$ cat src/rtl/alu_operand_sequencer.sv
// Operand sequencer for the Tiny Tapeout ALU: loads A, B and the op select from one
// shared 8-bit bus on successive host strobes, then latches the ALU result and pulses done.
module alu_operand_sequencer #(
  parameter int SYNC_STAGES = 2
) (
  input  logic       clk,
  input  logic       rst_n,
  input  logic       ena,
  input  logic [7:0] data_in,
  input  logic       load,
  input  logic       clear,
  input  logic [7:0] result_in,
  output logic [7:0] a,
  output logic [7:0] b,
  output logic [1:0] sel,
  output logic [7:0] result_q,
  output logic       done,
  output logic [2:0] state,
  output logic       busy
);

  typedef enum logic [2:0] {
    ST_WAIT_A  = 3'd0,
    ST_WAIT_B  = 3'd1,
    ST_WAIT_OP = 3'd2,
    ST_EXEC    = 3'd3,
    ST_DONE    = 3'd4
  } state_e;

  state_e                 state_q, state_d;
  logic [SYNC_STAGES-1:0] load_sync_q, load_sync_d;
  logic [SYNC_STAGES-1:0] clear_sync_q, clear_sync_d;
  logic                   load_prev_q, load_prev_d;
  logic [7:0]             a_q, a_d;
  logic [7:0]             b_q, b_d;
  logic [1:0]             sel_q, sel_d;
  logic [7:0]             res_q, res_d;
  logic                   done_q, done_d;
  logic                   busy_q, busy_d;
  logic                   load_s;
  logic                   clear_s;
  logic                   load_rise;

  assign load_s    = load_sync_q[SYNC_STAGES-1];
  assign clear_s   = clear_sync_q[SYNC_STAGES-1];
  assign load_rise = load_s & ~load_prev_q;

  // Synchronizer shift chains keep running even while ena is low.
  always_comb begin
    load_sync_d  = {load_sync_q[SYNC_STAGES-2:0], load};
    clear_sync_d = {clear_sync_q[SYNC_STAGES-2:0], clear};
  end

  // Next-state, field capture and output pulse generation.
  always_comb begin
    state_d     = state_q;
    load_prev_d = load_prev_q;
    a_d         = a_q;
    b_d         = b_q;
    sel_d       = sel_q;
    res_d       = res_q;
    done_d      = 1'b0;
    if (ena) begin
      load_prev_d = load_s;
      if (clear_s) begin
        // Abort only rewinds the sequence; captured fields stay visible.
        state_d = ST_WAIT_A;
      end else begin
        case (state_q)
          ST_WAIT_A: begin
            if (load_rise) begin
              a_d     = data_in;
              state_d = ST_WAIT_B;
            end else begin
              state_d = ST_WAIT_A;
            end
          end
          ST_WAIT_B: begin
            if (load_rise) begin
              b_d     = data_in;
              state_d = ST_WAIT_OP;
            end else begin
              state_d = ST_WAIT_B;
            end
          end
          ST_WAIT_OP: begin
            if (load_rise) begin
              sel_d   = data_in[1:0];
              state_d = ST_EXEC;
            end else begin
              state_d = ST_WAIT_OP;
            end
          end
          ST_EXEC: begin
            res_d   = result_in;
            state_d = ST_DONE;
          end
          ST_DONE: state_d = ST_WAIT_A;
          default: state_d = ST_WAIT_A;
        endcase
      end
      done_d = (state_d == ST_DONE) ? 1'b1 : 1'b0;
    end else begin
      done_d = 1'b0;
    end
    busy_d = ((state_d == ST_EXEC) || (state_d == ST_DONE)) ? 1'b1 : 1'b0;
  end

  // Synchronizer flops.
  always_ff @(posedge clk or negedge rst_n) begin
    if (!rst_n) begin
      load_sync_q  <= '0;
      clear_sync_q <= '0;
    end else begin
      load_sync_q  <= load_sync_d;
      clear_sync_q <= clear_sync_d;
    end
  end

  // FSM, field and result registers.
  always_ff @(posedge clk or negedge rst_n) begin
    if (!rst_n) begin
      state_q     <= ST_WAIT_A;
      load_prev_q <= 1'b0;
      a_q         <= 8'h00;
      b_q         <= 8'h00;
      sel_q       <= 2'b00;
      res_q       <= 8'h00;
      done_q      <= 1'b0;
      busy_q      <= 1'b0;
    end else begin
      state_q     <= state_d;
      load_prev_q <= load_prev_d;
      a_q         <= a_d;
      b_q         <= b_d;
      sel_q       <= sel_d;
      res_q       <= res_d;
      done_q      <= done_d;
      busy_q      <= busy_d;
    end
  end

  assign a        = a_q;
  assign b        = b_q;
  assign sel      = sel_q;
  assign result_q = res_q;
  assign done     = done_q;
  assign state    = state_q;
  assign busy     = busy_q;

endmodule

$ cat config.mk
export PLATFORM = sky130hd
export DESIGN_NAME = alu_operand_sequencer
export DESIGN_NICKNAME = d
export VERILOG_FILES = /design/src/rtl/alu_operand_sequencer.sv
export SDC_FILE = /design/constraint.sdc
export NUM_CORES = 1
export LEC_CHECK = 0
export BUFFER_PORTS_ARGS = -buffer_cell sky130_fd_sc_hd__buf_2
export CAP_MARGIN = 20
export CORE_MARGIN = 5
export CORE_UTILIZATION = 30
export CTS_BUF_LIST = sky130_fd_sc_hd__clkbuf_16
export CTS_CLUSTER_SIZE = 40
export DETAILED_ROUTE_END_ITERATION = 16
export SETUP_SLACK_MARGIN = 0.2
export SYNTH_ARGS = -nofsm -noshare
export SYNTH_HDL_FRONTEND = slang
export SYNTH_SLANG_ARGS = --single-unit
$ cat constraint.sdc
create_clock -name clk -period 3.56 [get_ports clk]
set_clock_uncertainty 0.05 [all_clocks]
set_input_delay 0.178 -clock clk [delete_from_list [all_inputs] [get_ports clk]]
set_output_delay 0.178 -clock clk [all_outputs]
set_load 0.05 [all_outputs]
* Word level (Yosys, flattened, before mapping)
Cells that the tools add are included.
** Cells by class
- Equality and inequality tests :: 6
- Multiplexer cells :: 10
- Bitwise gates (word level) :: 3
- Reductions and logical operators :: 6
** Operator list (number)
- $pmux W3 S4 :: 1
- $reduce_and A4 Y1 :: 3
- $eq A3 B2 Y1 const B :: 3
- $mux W3 :: 3
- $eq A3 B3 Y1 const B :: 2
- $mux W1 :: 5
- $eq A3 B1 Y1 const B :: 1
- $logic_not A3 Y1 :: 1
- $reduce_and A3 Y1 :: 1
- $mux W2 :: 1
- $not A1 Y1 :: 2
- $and A1 B1 Y1 :: 1
- $logic_or A1 B1 Y1 :: 1
** Storage, ports and cells
- Register bits after elaboration :: 36
- Logic and storage cells :: 35

* Depth between registers and ports, before layout
- Word-level depth :: 10
- Mapped depth :: 4
- Gate-level depth less buffers :: 3

* Least setup slack after synthesis
No wires, ideal clock.
- Path kind :: flip-flop to flip-flop
- Start point :: register state_q[0], in the netlist state[0]
- End point :: register res_q[0], in the netlist result_q[0]
- Library setup time :: 125 ps
- Arrival :: 1626 ps
- Data required time :: 3385 ps
- Slack :: 1759 ps
- Stages on the path, launching flop included :: 4
- Cells stage by stage :: dfrtp_1 nand2_1 nor4_4 mux2_2
** On the way
- Cells in the longest elaborated chain, start to end :: 2
** RTL lines
- start, declared :: RTL line 30 : state_e state_q, state_d;
- start signal, assigned :: RTL line 132 : state_q <= state_d;
- $eq A3 B2 Y1 :: RTL line 69 : case (state_q)
- $reduce_and A3 Y1 (no source line)
- end signal, assigned :: RTL line 137 : res_q <= res_d;
- end, declared :: RTL line 37 : logic [7:0] res_q, res_d;
No other way between the ends.
A chain may end at the register's enable or synchronous reset.

* Worst setup path after layout
- Start point :: register state_q[2], in the netlist state[2]
- End point :: register b_q[1], in the netlist b[1]
** On the way
- Cells in the longest elaborated chain, start to end :: 2
** RTL lines
- $eq A3 B1 Y1 :: RTL line 69
- $reduce_and A4 Y1 (no source line)
- end signal, assigned :: RTL line 126 : b_q <= 8'h00;
- end signal, assigned :: RTL line 135 : b_q <= b_d;
- end, declared :: RTL line 35 : logic [7:0] b_q, b_d;
No other way between the ends.

==> out/qor.log <==
INFO  setup_path     cp-end-kind=register
INFO  sta            number_of_max_slew_violations_in_the_final_report=0
INFO  global_route   first_global_vias=1,024
INFO  job            cap_viol_max_count=0
INFO  yosys          synth.distinct_cells=16
INFO  yosys          synth.cell_area=0.00135mm2
INFO  sta            portion_of_the_clock_cycle_consumed_by_the_worst_path_in_the_final_layout=49.7%
INFO  setup_path     cp_slowest_cell=sky130_fd_sc_hd__dfrtp_1
INFO  final_layout   fin_cells=200
INFO  detailed_routing postRouteAntennaNets=0
INFO  global_route   antenna_found_initial=0
INFO  placed_design  placement.io_buffers=51
INFO  floorplan      overall_die_width=77.1um
INFO  yosys          post_synth_main_area_contributors=sky130_fd_sc_hd__dfrtp_1 (67%), sky130_fd_sc_hd__mux2_2 (23%), sky130_fd_sc_hd__nor4_4 (1.6%)
INFO  detailed_routing detail_route.drc_violations=0
INFO  placed_design  placement.cell_area=0.00167mm2
INFO  floorplan      start_util=31.0%
INFO  clock_network  cts_buffers=5
INFO  setup_path     slowest_cell_delay_on_critical_path=0.46ns
INFO  setup_path     critPathRequiredTime=3.67ns
INFO  worst_hold_path hold_depth=2
INFO  outcome        outcome=finished clean
INFO  setup_path     worst_reg2reg_endpoint=b[1]$_DFFE_PN0P_
INFO  placed_design  dp_worst_setup_slack=1.79ns
INFO  sta            min_period=1.77ns
INFO  sta            setup_viol=0
INFO  sta            tns=0ns
INFO  setup_path     worst-r2r-cell-count=3
INFO  yosys          synth-warning-count=0
INFO  sta            report.final.hold_viol_count=0
INFO  sta            max_freq=565MHz
INFO  detailed_routing wirelength=2830um
INFO  clock_network  htreeDepth=2
INFO  detailed_routing detail_route.vias_per_cell=4.50
INFO  final_layout   number_of_antenna_cells_inserted=0
INFO  pwr            power_density=896mW/mm2
INFO  setup_path     critical_path_class=reg2reg
INFO  sta            finalHoldWorstSlack=0.0855ns
INFO  global_route   grt_pass1_wl=4840um
INFO  floorplan      std_cell_rows=24
INFO  final_layout   areaGrowthSynthToFinish=37.8%
INFO  detailed_routing first_iter_violations=50
INFO  setup_path     setup.reg_to_reg.worst_slack=1.79ns
INFO  pwr            total_leakage_power=0.955nW
INFO  global_route   met1_usage=10.7%
INFO  global_route   global_route_met3_utilization=3.16%
INFO  global_route   grt_max_degree=37
INFO  global_route   grt-busiest-layer=met2
INFO  sta            tightestPinTransition=0.778ns
INFO  clock_network  clock_tree.buffer_depth=2
INFO  sta            setup_repair_after_global_routing_missed_its_margin=false
INFO  yosys          syn-instance-count=87
INFO  floorplan      floorplan.die_area=0.00595mm2
INFO  yosys          yosys_top_cell_area_share=66.7%
INFO  yosys          synth_sequential_area_ratio=66.7%
INFO  worst_hold_path hold_path_class=in2reg
INFO  sta            relSlewSlack=48.1%
INFO  global_route   global_route.overflow_total=0
INFO  clock_network  clk_transition_reported_paths=0.05ns
INFO  clock_network  clkSinkCount=36
INFO  yosys          synth_top_area_cell=sky130_fd_sc_hd__dfrtp_1
INFO  floorplan      i_o_pin_count=52
INFO  placed_design  gp_routability_congestion=0.810
INFO  clock_network  clock_tree_from_tritoncts=done
INFO  final_layout   postLayoutCoreUtil=42.8%
INFO  setup_path     biggest_fanout_along_the_worst_timing_path=9
INFO  setup_path     start_kind=register
INFO  final_layout   nNetsFinal=168
INFO  pwr            fin_total_pwr=1.67mW
INFO  detailed_routing route.detailed.wl_per_inst=14.1um
INFO  floorplan      y_dimension_of_the_die=77.1um
INFO  detailed_routing detailedRoute.firstPassIterationCount=4
INFO  global_route   grt_usage=10.4%
INFO  placed_design  hpwlAfterDp=2190um
INFO  yosys          mappedNetlistNets=108
INFO  clock_network  cts.root.buffer_cell=sky130_fd_sc_hd__clkbuf_16
INFO  placed_design  post-place-cells=189
INFO  sta            final.setup.worst_slack=1.79ns
INFO  setup_path     regToRegStartpoint=state[2]$_DFF_PN0_
INFO  setup_path     worstPathArrival=1.87ns
INFO  final_layout   drive_gt1_share=60.1%
INFO  pwr            irDropWorstVdd=0.399mV
INFO  yosys          synth_seq_cells=36
INFO  detailed_routing routed-via-count=900
INFO  worst_hold_path hp-start=result_in[7]
INFO  setup_path     crit_path_cell_trace=nor4b_1 > nand2_1 > mux2_2
INFO  final_layout   post-route-cell-area=0.00186mm2
INFO  yosys          synth_area_per_cell=15.5um2
INFO  clock_network  clk_latency=0.27ns
INFO  global_route   use_met2=18.4%
INFO  worst_hold_path min_delay_worst_endpoint=result_q[7]$_DFFE_PN0P_
INFO  floorplan      floorplan.core_area=0.00435mm2
-- flip-flops by register name, indices dropped and copies added (netlist names) --
name          count
clear_sync_q      2
busy              1
done              1
b                 8
load_prev_q       1
a                 8
state             3
result_q          8
sel               2
load_sync_q       2
-- cell usage in the layout (no fill, tap or decap) --
master	Yosys	routed
sky130_fd_sc_hd__buf_2	0	51
sky130_fd_sc_hd__mux2_2	27	27
sky130_fd_sc_hd__a211o_2	1	1
sky130_fd_sc_hd__nor4b_1	1	1
sky130_fd_sc_hd__clkinv_2	0	1
sky130_fd_sc_hd__and3b_1	1	1
sky130_fd_sc_hd__nand2b_1	1	1
sky130_fd_sc_hd__nor4_4	1	1
sky130_fd_sc_hd__dfrtp_1	36	36
sky130_fd_sc_hd__a21o_2	1	1
sky130_fd_sc_hd__nor3_1	1	1
sky130_fd_sc_hd__clkbuf_16	0	5
sky130_fd_sc_hd__bufinv_16	0	1
sky130_fd_sc_hd__nand3_1	3	3
sky130_fd_sc_hd__o21ai_0	3	3
sky130_fd_sc_hd__nand2_1	3	3
sky130_fd_sc_hd__nor2_1	3	3
sky130_fd_sc_hd__nand3_2	1	1
sky130_fd_sc_hd__inv_1	3	4
sky130_fd_sc_hd__dlygate4sd3_1	0	3
-- synthesized netlist by cell type, drive strengths merged --
cell type  instances
dfrtp             36
mux2              27
nand3              4
inv                3
nand2              3
nor2               3
o21ai              3
a211o              1
a21o               1
and3b              1
clkbuf             1
nand2b             1
nor3               1
nor4               1
nor4b              1
-- timing repair --
item | in CTS | in global routing
gates resized for setup | 0 | 0
setup buffers | 0 | 0
hold endpoints to repair | 38 | 0
hold buffers | 3 | 0
setup endpoints to repair | 0 | 0
-- how the worst max path moves through the flow --
stage,slack [ns],from,end
floorplan,1.76,state[0]$_DFF_PN0_,result_q[0]$_DFFE_PN0P_
finish,1.79,state[2]$_DFF_PN0_,b[1]$_DFFE_PN0P_
global placement,1.87,state[2]$_DFF_PN0_,b[4]$_DFFE_PN0P_
CTS,1.77,state[2]$_DFF_PN0_,b[1]$_DFFE_PN0P_
global route,1.60,state[2]$_DFF_PN0_,b[1]$_DFFE_PN0P_
detailed placement,1.79,state[2]$_DFF_PN0_,b[1]$_DFFE_PN0P_
-- kinds of logic (layout without fill, tap and decap cells) --
| group | Yosys count | count (layout) | share of synthesized area, % |
|---|---|---|---|
| compound gates | 5 | 5 | 2.50 |
| simple gates | 15 | 15 | 7.22 |
| mux | 27 | 27 | 22.5 |
| flops | 36 | 36 | 66.7 |
| buf+inv | 4 | 65 | 1.11 |
-- layer usage --
layer / up-vias / share of wire (%)
met5: - / 0
met4: 0 / 3.1
met3: 8 / 5.0
met2: 24 / 54
met1: 445 / 37
li1: 423 / -
-- power by group --
part	internal (mW)	total, mW	switching [mW]
logic	0.158	0.623	0.464
registers	0.516	0.572	0.0561
clock network	0.326	0.474	0.148
total	1.00	1.67	0.669
-- layout make-up --
class,instances,area (um2)
Clock inverter,3,38.8
Clock buffer,5,125
Fill cell,389,2490
Inverter,3,11.3
Timing Repair Buffer,54,285
Tap cell,52,65.1
Multi-Input combinational cell,47,435
Sequential cell,36,901
-- critical path, delay by kind of cell (launching register included) --
family,cells,cell delay (ns)
and+or+nand+nor,2,0.77
DFF,1,0.46
muxes,1,0.38
Power figures use the tool's default switching activity.
